## src/rtl/sum_serial_pkg.sv

```systemverilog
// Shared types and constants for the three-lane sum serializer.
// SUM_SERIAL_CHECKSUM_EN adds a fourth checksum byte (state S_CHK) to each frame.
package sum_serial_pkg;

  localparam int unsigned DEFAULT_DATA_W = 8;
  localparam int unsigned DEFAULT_CNT_W  = 16;

`ifdef SUM_SERIAL_CHECKSUM_EN
  localparam int unsigned FRAME_LEN = 4;

  typedef enum logic [2:0] {
    IDLE    = 3'd0,
    S_ONE   = 3'd1,
    S_TWO   = 3'd2,
    S_THREE = 3'd3,
    S_CHK   = 3'd4
  } state_e;

  localparam state_e FINAL_STATE = S_CHK;
`else
  localparam int unsigned FRAME_LEN = 3;

  typedef enum logic [2:0] {
    IDLE    = 3'd0,
    S_ONE   = 3'd1,
    S_TWO   = 3'd2,
    S_THREE = 3'd3
  } state_e;

  localparam state_e FINAL_STATE = S_THREE;
`endif

  // True for the state that carries out_last and allows a back-to-back accept.
  function automatic logic is_final(input state_e s);
    return s == FINAL_STATE;
  endfunction

endpackage

```

## src/rtl/sum_serializer.sv

```systemverilog
// Serializes three registered sum lanes into a byte stream with valid/ready handshake.
// Define SUM_SERIAL_CHECKSUM_EN to append an XOR checksum byte to every frame.
module sum_serializer
  import sum_serial_pkg::*;
#(
  parameter int unsigned DATA_W = DEFAULT_DATA_W,
  parameter int unsigned CNT_W  = DEFAULT_CNT_W
) (
  input  logic              clk,
  input  logic              rst,
  input  logic [DATA_W-1:0] sum_one,
  input  logic [DATA_W-1:0] sum_two,
  input  logic [DATA_W-1:0] sum_three,
  input  logic              in_valid,
  output logic              in_ready,
  output logic [DATA_W-1:0] out_data,
  output logic              out_valid,
  input  logic              out_ready,
  output logic              out_last,
  output logic [CNT_W-1:0]  frame_cnt
);

  state_e            state_q, state_d;
  logic [DATA_W-1:0] lane_one_q, lane_one_d;
  logic [DATA_W-1:0] lane_two_q, lane_two_d;
  logic [DATA_W-1:0] lane_three_q, lane_three_d;
  logic [DATA_W-1:0] out_data_q, out_data_d;
  logic              out_valid_q, out_valid_d;
  logic              out_last_q, out_last_d;
  logic [CNT_W-1:0]  frame_cnt_q, frame_cnt_d;

  logic out_hs;
  logic accept;
  logic frame_done;

  assign out_hs = out_valid_q & out_ready;

  // Ready is forced low while reset is held so nothing is accepted mid-reset.
  assign in_ready = ~rst & ((state_q == IDLE) | (is_final(state_q) & out_ready));
  assign accept   = in_valid & in_ready;

  always_ff @(posedge clk or posedge rst) begin
    if (rst) begin
      state_q      <= IDLE;
      lane_one_q   <= '0;
      lane_two_q   <= '0;
      lane_three_q <= '0;
      out_data_q   <= '0;
      out_valid_q  <= 1'b0;
      out_last_q   <= 1'b0;
      frame_cnt_q  <= '0;
    end else begin
      state_q      <= state_d;
      lane_one_q   <= lane_one_d;
      lane_two_q   <= lane_two_d;
      lane_three_q <= lane_three_d;
      out_data_q   <= out_data_d;
      out_valid_q  <= out_valid_d;
      out_last_q   <= out_last_d;
      frame_cnt_q  <= frame_cnt_d;
    end
  end

  always_comb begin
    state_d      = state_q;
    lane_one_d   = lane_one_q;
    lane_two_d   = lane_two_q;
    lane_three_d = lane_three_q;
    out_data_d   = out_data_q;
    out_valid_d  = out_valid_q;
    out_last_d   = out_last_q;
    frame_cnt_d  = frame_cnt_q;
    frame_done   = 1'b0;

    if (accept) begin
      lane_one_d   = sum_one;
      lane_two_d   = sum_two;
      lane_three_d = sum_three;
    end

    case (state_q)
      IDLE: begin
        if (accept) begin
          state_d     = S_ONE;
          out_data_d  = sum_one;
          out_valid_d = 1'b1;
          out_last_d  = 1'b0;
        end
      end
      S_ONE: begin
        // While stalled the output register keeps presenting lane one.
        if (out_hs) begin
          state_d    = S_TWO;
          out_data_d = lane_two_q;
        end else begin
          out_data_d = lane_one_q;
        end
      end
      S_TWO: begin
        if (out_hs) begin
          state_d    = S_THREE;
          out_data_d = lane_three_q;
          out_last_d = is_final(S_THREE);
        end
      end
`ifdef SUM_SERIAL_CHECKSUM_EN
      S_THREE: begin
        if (out_hs) begin
          state_d    = S_CHK;
          out_data_d = lane_one_q ^ lane_two_q ^ lane_three_q;
          out_last_d = 1'b1;
        end
      end
      S_CHK: begin
        frame_done = out_hs;
      end
`else
      S_THREE: begin
        frame_done = out_hs;
      end
`endif
      default: begin
        state_d = IDLE;
      end
    endcase

    // Last byte taken: count it, then either restart on a same-cycle accept or go idle.
    if (frame_done) begin
      frame_cnt_d = frame_cnt_q + CNT_W'(1);
      if (accept) begin
        state_d     = S_ONE;
        out_data_d  = sum_one;
        out_valid_d = 1'b1;
        out_last_d  = 1'b0;
      end else begin
        state_d     = IDLE;
        out_data_d  = '0;
        out_valid_d = 1'b0;
        out_last_d  = 1'b0;
      end
    end
  end

  assign out_data  = out_data_q;
  assign out_valid = out_valid_q;
  assign out_last  = out_last_q;
  assign frame_cnt = frame_cnt_q;

endmodule

```

## config.mk

```make
export PLATFORM = sky130hd
export DESIGN_NAME = sum_serializer
export DESIGN_NICKNAME = d
export VERILOG_FILES = /design/src/rtl/sum_serial_pkg.sv /design/src/rtl/sum_serializer.sv
export SDC_FILE = /design/constraint.sdc
export NUM_CORES = 1
export LEC_CHECK = 0
export CAP_MARGIN = 0
export CELL_PAD_IN_SITES_DETAIL_PLACEMENT = 0
export CELL_PAD_IN_SITES_GLOBAL_PLACEMENT = 1
export CORE_ASPECT_RATIO = 0.7
export CORE_UTILIZATION = 39
export DETAILED_ROUTE_END_ITERATION = 6
export GPL_TIMING_DRIVEN = 0
export HOLD_SLACK_MARGIN = 0.06
export PLACE_DENSITY_LB_ADDON = 0.12
export SLEW_MARGIN = 25
export SYNTH_ARGS = -nofsm -noshare
export SYNTH_HDL_FRONTEND = slang
export SYNTH_SLANG_ARGS = --single-unit
```

## constraint.sdc

```tcl
create_clock -name clk -period 2.2 [get_ports clk]
set_input_delay 0.44 -clock clk [delete_from_list [all_inputs] [get_ports clk]]
set_output_delay 0.44 -clock clk [all_outputs]
set_load 0.05 [all_outputs]
```

==> run metrics, run 1 <==
status completed; fraction of layout cells with a size suffix above 1 0.212; Synth top cells by count 52 x dfrtp_1, 34 x mux2_2, 20 x nand2_1; final setup violation count 0; Worst Path Required 2400 ps; first-pass GRT wire length 8770 µm; Total Power 1.72 mW; startpoint types flip-flop; Power Density 534 nW/µm²; largest area contributor in the netlist dfrtp_1; Area Growth Syn to Fin 31.5%; Via density 5.23; H-tree depth 2; Post-Route WL 5420 µm; Post-Syn Nets 236; CTS tree yes; post-DR wirelength/cell 16.0 µm; CP endpoint kind flip-flop; cell with the most instances after synthesis dfrtp_1; vias in the first global route 1710; Max clock buf depth 2; top cell type's share of synthesized area 0.532; Post-CTS Hold Fix Bufs 0; row count 23; CTS root buffer clkbuf_8; Netlist cell types 31; drt first-iter violations 41; post-synthesis sequential area ratio 0.532; global route overflow 0; max-slew violations 0; Peak VDD IR 0.288 mV; Residual DRC 0; largest net degree at the start of global routing 53; final worst path period need 2070 ps; max_cap viols 0; period utilization 0.942; slew margin rel. 0.514; initial cell density of the core 0.416; final hold violations 0; DR pass1 iterations 4; unrepaired setup endpoints after global routing false; Hold WC Path Type flip-flop to flip-flop; # IOs 55; top post-synthesis cells by area dfrtp_1 53%, mux2_2 16%, xnor2_1 3.9%, ha_1 3.1%, nand2_1 3.1%; total CTS buffers 5; fraction of registers with async set/reset 1.00; Final Wtd Congestion 0.713; Crit path largest cell delay 430 ps; Post-Synthesis Cells 202; Worst Path Buf+Inv 3; Most used DFF post-synth dfrtp_1; Pleak 1.48 nW; FF+latch count, synth 52; Tightest Pin Transition 726 ps; core box area 5870 µm²; die height 68.2 µm; clock-pin transition on the worst setup and hold timing paths 90 ps; DP Wirelength 3840 µm; Post-synth EDFFs 0; Post-DRT Antenna Nets 0; Worst-Skew Late Latency 300 ps; Setup CP Type flip-flop to flip-flop; worst clock skew 8.70 ps; die width 96.6 µm; IO Port Bufs 54; CTS Sinks 52; Yosys warning count 0; full die area 6590 µm²; # diodes 0; Crit path max-delay family buffers and inverters; crit path DAT 2270 ps; initial antenna violation count 0; slowest CP cell dfrtp_1; hold slack 484 ps; fin nets 297; gr usage total 0.173; Critical Path, Cell by Cell inv_1, ha_2, a21oi_1, nor2_4, and2_1, buf_2, clkbuf_4, mux2_2; vias 1773; Mapped Area 2440 µm²; Fmax 483 MHz; post-CTS setup buffer count 0; Syn Area/Cell 12.1 µm²; CP Max Fanout 10
[worst paths after layout]
check | slack (ps) | from | cells past startpoint | to
worst max register to register | 130 | state_q[0]$_DFFE_PP0P_ | 8 | lane_two_q[5]$_DFFE_PP0N_
worst min register to register | 480 | frame_cnt[15]$_DFFE_PP0P_ | 1 | frame_cnt[15]$_DFFE_PP0P_
max in group asynchronous | 1040 | rst | 2 | state_q[1]$_DFFE_PP0P_
min in group asynchronous | 750 | rst | 2 | frame_cnt[14]$_DFFE_PP0P_
worst min-delay path | 480 | frame_cnt[15]$_DFFE_PP0P_ | 1 | frame_cnt[15]$_DFFE_PP0P_
worst max-delay path | 130 | state_q[0]$_DFFE_PP0P_ | 8 | lane_two_q[5]$_DFFE_PP0N_
[kinds of logic (layout without fill, tap and decap cells)]
group / after synthesis / in the layout / share of synthesized area
buffers and inverters: 11 / 73 / 0.0246
adder cells (fa/ha/maj): 6 / 6 / 0.0307
XOR/XNOR: 15 / 15 / 0.0537
AND/OR/NAND/NOR: 57 / 57 / 0.117
flip-flops: 52 / 52 / 0.532
AO/OA/AOI/OAI: 27 / 27 / 0.0850
multiplexers: 34 / 34 / 0.157
[where the power goes]
group / internal (mW) / switching [mW]
clock: 0.372 / 0.314
sequential: 0.955 / 0
combinational: 0.0436 / 0.0316
total: 1.37 / 0.345
[state kept, by name, indices dropped and copies added, names as in the netlist]
name          cells
frame_cnt        16
lane_one_q        8
lane_three_q      8
lane_two_q        8
out_data          8
out_last          1
out_valid         1
state_q           2
[per-stage QoR]
| step | area, µm² | TNS (ps) | cells | worst slack, ps | utilization |
|---|---|---|---|---|---|
| 2_1_floorplan | 2450 | 0 | 202 | 114 | - |
| 3_3_place_gp | 3090 | -42880 | 331 | -722 | 0.526 |
| 3_5_place_dp | 3090 | -5730 | 331 | -361 | 0.526 |
| 4_1_cts | 3210 | 0 | 339 | 1.85 | 0.547 |
| 5_1_grt | 3220 | 0 | 339 | 20.9 | 0.548 |
| 6_report | 3220 | 0 | 339 | 128 | 0.548 |
[routing by layer]
layer  wire length [µm]  vias to the layer above  track usage
li1                   -                      857            -
met1               2830                      864        0.259
met2               2300                       45        0.260
met3                249                        7       0.0347
met4                 40                        0       0.0336
met5                  0                        -            0
[layout by cell type (no fill, tap or decap), drive strengths merged]
cell type and instances:
a21o 1, a21oi 5, a221oi 8, a31oi 1, a32o 1, and2 3
and3 3, and4 3, buf 6, bufinv 1, clkbuf 9, clkdlybuf4s50 53
clkinv 1, dfrtp 52, ha 6, inv 3, mux2 34, nand2 20
nand2b 2, nand3 5, nand3b 1, nand4 5, nor2 13, nor2b 1
nor3 1, o21ai 2, o31ai 1, o41ai 8, xnor2 11, xor2 4
[area by class of cell]
type,count,area [µm²]
buffer,8,53.8
clock buffer,6,82.6
clock inverter,2,38.8
fill,529,2660
inverter,3,13.8
multi-input combinational,139,1100
sequential,52,1300
tap,75,93.8
timing repair buffer,54,536
[repair_timing]
item                       in CTS  in global routing
pin swaps                       0                  0
setup endpoints to repair       1                 21
hold endpoints to repair        0                  0
gates resized for setup         3                  6
No activity file was read; power rests on OpenSTA's default activity.
==> inputs of run 2 (changes only) <==
--- a/config.mk
+++ b/config.mk
@@ -9,6 +9,7 @@
 export CELL_PAD_IN_SITES_DETAIL_PLACEMENT = 0
 export CELL_PAD_IN_SITES_GLOBAL_PLACEMENT = 1
 export CORE_ASPECT_RATIO = 0.7
+export CORE_MARGIN = 3
 export CORE_UTILIZATION = 39
 export DETAILED_ROUTE_END_ITERATION = 6
 export GPL_TIMING_DRIVEN = 0
==> run 2 against run 1 <==
  * Maximum frequency down 1.1%
  * Sequential share of layout area up 0.21 points
  * Register-to-register slack gained 40 ps
==> run metrics, run 2 (synthesized netlist as in run 1, its figures left out) <==
status completed (unchanged); Worst Path Required 1760 ps (was 2400 ps); max_cap viols 0 (unchanged); DP Wirelength 3900 µm (was 3840 µm); Pleak 1.47 nW (was 1.48 nW); startpoint types input pin (was flip-flop); Area Growth Syn to Fin 30.9% (was 31.5%); worst clock skew 9.78 ps (was 8.70 ps); Worst R2R End out_last$_DFFE_PP0P_ (was lane_two_q[5]$_DFFE_PP0N_); Hold EP frame_cnt[15]$_DFFE_PP0P_ (unchanged); RR Startpoint state_q[0]$_DFFE_PP0P_ (unchanged); vias in the first global route 1807 (was 1710); die height 72.2 µm (was 68.2 µm); gr usage total 0.159 (was 0.173); Setup CP Type input pin to primary output (was flip-flop to flip-flop); Power Density 515 nW/µm² (was 534 nW/µm²); full die area 7270 µm² (was 6590 µm²); slew margin rel. 0.551 (was 0.514); most common cell after layout, fill and taps aside clkdlybuf4s50_1 (unchanged); first-pass GRT wire length 9100 µm (was 8770 µm); # IOs 55 (unchanged); worst reg2reg setup slack 170 ps (was 130 ps); die width 101 µm (was 96.6 µm); initial cell density of the core 0.414 (was 0.416); Post-CTS Hold Fix Bufs 0 (unchanged); row count 23 (unchanged); largest net degree at the start of global routing 53 (unchanged); CTS Sinks 52 (unchanged); Fmax 478 MHz (was 483 MHz); Worst Reg-to-Reg Cells 7 (was 8); Final Wtd Congestion 0.853 (was 0.713); post-DR wirelength/cell 16.1 µm (was 16.0 µm); CP Max Fanout 7 (was 10); unrepaired setup endpoints after global routing false (unchanged); global route overflow 0 (unchanged); Tightest Pin Transition 671 ps (was 726 ps); max-slew violations 0 (unchanged); H-tree depth 2 (unchanged); CP endpoint kind primary output (was flip-flop); Fillers 523 (was 529); fin nets 297 (unchanged); IO Port Bufs 54 (unchanged); DR pass1 iterations 4 (unchanged); Total Power 1.65 mW (was 1.72 mW); CTS tree yes (unchanged); Hold WC Path Type flip-flop to flip-flop (unchanged); post-CTS setup buffer count 0 (unchanged); HP Start frame_cnt[15]$_DFFE_PP0P_ (unchanged); core box area 5900 µm² (was 5870 µm²); # resized after CTS 3 (unchanged); pre-CTS setup slack -343 ps (was -361 ps); final worst path period need 2090 ps (was 2070 ps); # diodes 0 (unchanged); fraction of layout cells with a size suffix above 1 0.206 (was 0.212); Max clock buf depth 2 (unchanged); initial antenna violation count 0 (unchanged); worst hold stages 1 (unchanged); Via density 5.24 (was 5.23); Residual DRC 0 (unchanged); commonest non-fill, non-tap cells in the layout 53 x clkdlybuf4s50_1, 52 x dfrtp_1, 34 x mux2_2 (unchanged); drt first-iter violations 55 (was 41); vias 1767 (was 1773); Worst-Skew Late Latency 300 ps (about the same); clock-pin transition on the worst setup and hold timing paths 80 ps (was 90 ps); CTS root buffer clkbuf_8 (unchanged); Post-DRT Antenna Nets 0 (unchanged); final hold violations 0 (unchanged); crit path DAT 1650 ps (was 2270 ps); total CTS buffers 5 (unchanged); min setup slack post-route 106 ps (was 128 ps); Peak VDD IR 0.292 mV (was 0.288 mV); Post-Route WL 5430 µm (was 5420 µm); max FFs per register 16 (unchanged); period utilization 0.952 (was 0.942); final setup violation count 0 (unchanged)
## run 2: worst max-delay path, cell delays in order
cell and delay (ps):
clkdlybuf4s50_1 630, a21oi_2 120, nor2_4 90, clkdlybuf4s18_2 370
## run 2: where the power goes
group / switching (mW) / leakage (nW) / total (mW) / internal (mW)
combinational: 0.0319 / 0.694 / 0.0756 / 0.0437
sequential: 0 / 0.722 / 0.955 / 0.955
clock: 0.290 / 0.0501 / 0.617 / 0.327
total: 0.322 / 1.47 / 1.65 / 1.33
## run 2: routing by layer
| metal | vias to the layer above | share of wire | GRT usage |
|---|---|---|---|
| li1 | 852 | - | - |
| met1 | 875 | 0.52 | 0.233 |
| met2 | 36 | 0.44 | 0.246 |
| met3 | 4 | 0.038 | 0.0336 |
| met4 | 0 | 0.0048 | 0.0314 |
| met5 | - | 0 | 0 |
## run 2: metrics by stage
step           std cells  utilization  hold WS [ps]  instance area, µm²  TNS [ps]
2_1_floorplan        202            -           475                2450         0
3_3_place_gp         331        0.523           462                3090    -42800
3_5_place_dp         331        0.524           468                3090     -5190
4_1_cts              337        0.541           482                3190         0
5_1_grt              337        0.542           508                3200         0
6_report             337        0.542           482                3200         0
## run 2: worst max-delay path by stage
stage,start,endpoint,slack [ps],cells past startpoint
6_report,out_ready,in_ready,110,4
5_1_grt,state_q[1]$_DFFE_PP0P_,in_ready,9,4
4_1_cts,state_q[0]$_DFFE_PP0P_,lane_two_q[2]$_DFFE_PP0N_,20,8
3_5_place_dp,out_ready,in_ready,-340,4
3_3_place_gp,rst,lane_one_q[7]$_DFFE_PP0N_,-720,2
2_1_floorplan,state_q[0]$_DFFE_PP0P_,lane_one_q[0]$_DFFE_PP0N_,110,8
## run 2: area by class of cell
type | instances | area [µm²] | share of cell area
clock inverter | 1 | 30.0 | 0.00939
tap | 75 | 93.8 | 0.0293
buffer | 8 | 53.8 | 0.0168
timing repair buffer | 54 | 541 | 0.169
sequential | 52 | 1300 | 0.407
clock buffer | 5 | 68.8 | 0.0215
inverter | 3 | 13.8 | 0.00430
multi-input combinational | 139 | 1100 | 0.343
==> inputs of run 3 (changes only) <==
--- a/config.mk
+++ b/config.mk
@@ -10,7 +10,7 @@
 export CELL_PAD_IN_SITES_GLOBAL_PLACEMENT = 1
 export CORE_ASPECT_RATIO = 0.7
 export CORE_MARGIN = 3
-export CORE_UTILIZATION = 39
+export CORE_UTILIZATION = 36
 export DETAILED_ROUTE_END_ITERATION = 6
 export GPL_TIMING_DRIVEN = 0
 export HOLD_SLACK_MARGIN = 0.06
==> constraint.sdc (replaced) <==
create_clock -name clk -period 1.7 [get_ports clk]
set_input_delay 0.34 -clock clk [delete_from_list [all_inputs] [get_ports clk]]
set_output_delay 0.34 -clock clk [all_outputs]
set_load 0.05 [all_outputs]
==> run 3 against run 2 <==
  * The run now ends with setup timing left
  * Critical path depth increased by 1
  * Setup slack worse by 120 ps
  * Sequential cell count is the same
  * Via count grew 3.5%
  * Cell count is 7.1% higher
  * Combinational power is 35% higher
  * Clock-buffer cell count rose by 1
  * Register-to-register slack worse by 190 ps
  * Hold slack lost 5.4 ps
  * Sequential power up 30%
  * Clock power is 11% higher
  * Critical path type is now flip-flop to flip-flop
  * Largest cell class is now multi-input combinational cells
  * Largest power group unchanged
==> run metrics, run 3 (synthesized netlist as in run 1, its figures left out) <==
# diodes 0 (unchanged); max FFs per register 16 (unchanged); Post-Route WL 6250 µm (was 5430 µm); commonest non-fill, non-tap cells in the layout 47 x dfrtp_1, 26 x clkdlybuf4s50_1, 26 x dlygate4sd2_1 (was 53 x clkdlybuf4s50_1, 52 x dfrtp_1, 34 x mux2_2); period utilization 1.01; max_cap viols 0 (unchanged); violated checks setup timing; core box area 6400 µm² (was 5900 µm²); CTS tree yes (unchanged); post-route cell area 3570 µm² (was 3200 µm²); max-slew violations 0 (unchanged); clock-pin transition on the worst setup and hold timing paths 90 ps (was 80 ps); Pleak 1.76 nW (was 1.47 nW); first-pass GRT wire length 9780 µm (was 9100 µm); Final Wtd Congestion 0.721 (was 0.853); placed cell area 3250 µm² (was 3090 µm²); die height 75.0 µm (was 72.2 µm); Hold WC Path Type flip-flop to flip-flop (unchanged); min setup slack post-route -17.4 ps (was 106 ps); HP Start frame_cnt[15]$_DFFE_PP0P_ (unchanged); CTS root buffer clkbuf_8 (unchanged); Worst-Skew Late Latency 310 ps (was 300 ps); unrepaired setup endpoints after global routing true (was false); Critical Path, Cell by Cell nand2_1, buf_6, mux2_2, a221oi_1, o41ai_2 (was clkdlybuf4s50_1, a21oi_2, nor2_4, clkdlybuf4s18_2); row count 24 (was 23); Fillers 562 (was 523); Power Density 566 nW/µm² (was 515 nW/µm²); worst clock skew 9.50 ps (was 9.78 ps); # IOs 55 (unchanged); slew margin rel. 0.574 (was 0.551); Peak VDD IR 0.303 mV (was 0.292 mV); slowest CP cell dfrtp_2 (was clkdlybuf4s50_1); largest net degree at the start of global routing 53 (unchanged); final setup violation count 3 (was 0); Worst Path Required 1880 ps (was 1760 ps); total CTS buffers 5 (unchanged); final hold violations 0 (unchanged); IO Port Bufs 54 (unchanged); Worst setup startpoint out_valid$_DFFE_PP0P_ (was out_ready); post-DR wirelength/cell 17.3 µm (was 16.1 µm); setup TNS -31.6 ps (was 0 ps); Tightest Pin Transition 639 ps (was 671 ps); final worst path period need 1720 ps; Via density 5.06 (was 5.24); fraction of layout cells with a size suffix above 1 0.344 (was 0.206); Max clock buf depth 2 (unchanged); CP endpoint kind flip-flop (was primary output); Finished Core Util 0.558 (was 0.542); Area Growth Syn to Fin 45.9% (was 30.9%); global route overflow 0 (unchanged); full die area 7830 µm² (was 7270 µm²); fin nets 304 (was 297); drt first-iter violations 64 (was 55); Setup CP Type flip-flop to flip-flop (was input pin to primary output); Worst R2R End out_data[7]$_DFFE_PP0P_ (was out_last$_DFFE_PP0P_); most common cell after layout, fill and taps aside dfrtp_1 (was clkdlybuf4s50_1); DR pass1 iterations 4 (unchanged); vias in the first global route 1784 (was 1807); CP Max Fanout 10 (was 7); Worst Reg-to-Reg Cells 5 (was 7); Total Power 2.02 mW (was 1.65 mW); status complete, but fails checks (was completed); RR Startpoint out_valid$_DFFE_PP0P_ (was state_q[0]$_DFFE_PP0P_); crit path DAT 1900 ps (was 1650 ps); startpoint types flip-flop (was input pin); initial cell density of the core 0.382 (was 0.414); CTS Sinks 52 (unchanged); DP Wirelength 4140 µm (was 3900 µm); initial antenna violation count 0 (unchanged); Residual DRC 0 (unchanged); Post-CTS Hold Fix Bufs 0 (unchanged); H-tree depth 2 (unchanged); gr usage total 0.162 (was 0.159); vias 1828 (was 1767); CP endpoint out_data[7]$_DFFE_PP0P_ (was in_ready); die width 104 µm (was 101 µm); pre-CTS setup slack -673 ps (was -343 ps); Post-DRT Antenna Nets 0 (unchanged); Crit path largest cell delay 470 ps (was 630 ps); Fmax 582 MHz; worst reg2reg setup slack -20 ps (was 170 ps)
-- run 3: cell count changes in the layout (fill, tap and decap cells not counted), sizes merged --
cell           delta
buf               +9
bufinv            -1
clkdlybuf4s15     +1
clkdlybuf4s18     -1
clkdlybuf4s50    -27
clkinv            +1
dlygate4sd2      +26
-- run 3: metrics by stage --
| step | std cells | hold WS (ps) |
|---|---|---|
| floorplan | 202 | 440 |
| global placement | 347 | 466 |
| detailed placement | 347 | 463 |
| CTS | 360 | 475 |
| global route | 361 | 488 |
| finish | 361 | 476 |
-- run 3: worst max-delay path, delay by kind of cell, from the launching register on --
kind                   cells  cell delay, ps
and+or+nand+nor            1             130
muxes                      1             360
AOI/OAI and AO/OA          2             450
buffers and inverters      1             180
DFF                        1             470
-- run 3: report_power, final --
part	internal (mW)	leakage, nW	total (mW)	switching, mW
combinational	0.0566	1.01	0.102	0.0455
sequential	1.24	0.715	1.24	0
clock	0.281	0.0410	0.683	0.401
total	1.57	1.76	2.02	0.447
-- run 3: how the worst min path moves through the flow --
stage | endpoint | slack, ps | depth (start not counted)
CTS | frame_cnt[15]$_DFFE_PP0P_ | 480 | 1
detailed placement | frame_cnt[15]$_DFFE_PP0P_ | 460 | 1
global route | frame_cnt[15]$_DFFE_PP0P_ | 490 | 1
floorplan | out_valid$_DFFE_PP0P_ | 440 | 1
global placement | frame_cnt[15]$_DFFE_PP0P_ | 470 | 1
finish | frame_cnt[15]$_DFFE_PP0P_ | 480 | 1
-- run 3: final cells by class --
cell class | instances | area, µm² | share of cell area
Sequential cell | 52 | 1310 | 0.367
Inverter | 3 | 16.3 | 0.00456
Timing Repair Buffer | 65 | 653 | 0.183
Buffer | 4 | 56.3 | 0.0158
Clock buffer | 6 | 72.6 | 0.0203
Clock inverter | 1 | 5.00 | 0.00140
Tap cell | 91 | 114 | 0.0319
Multi-Input combinational cell | 139 | 1340 | 0.376
-- run 3: what timing repair did --
action	in CTS	in global routing
setup endpoints to repair	63	37
gates cloned	1	1
buffers inserted	8	1
pin swaps	9	4
gates resized for setup	59	17
-- run 3: metal layers --
| metal | track usage | vias up | part of all wire |
|---|---|---|---|
| met5 | 0 | - | 0 |
| met3 | 0.0377 | 6 | 0.028 |
| li1 | - | 871 | - |
| met4 | 0.0398 | 0 | 0.0064 |
| met2 | 0.239 | 30 | 0.44 |
| met1 | 0.241 | 921 | 0.53 |
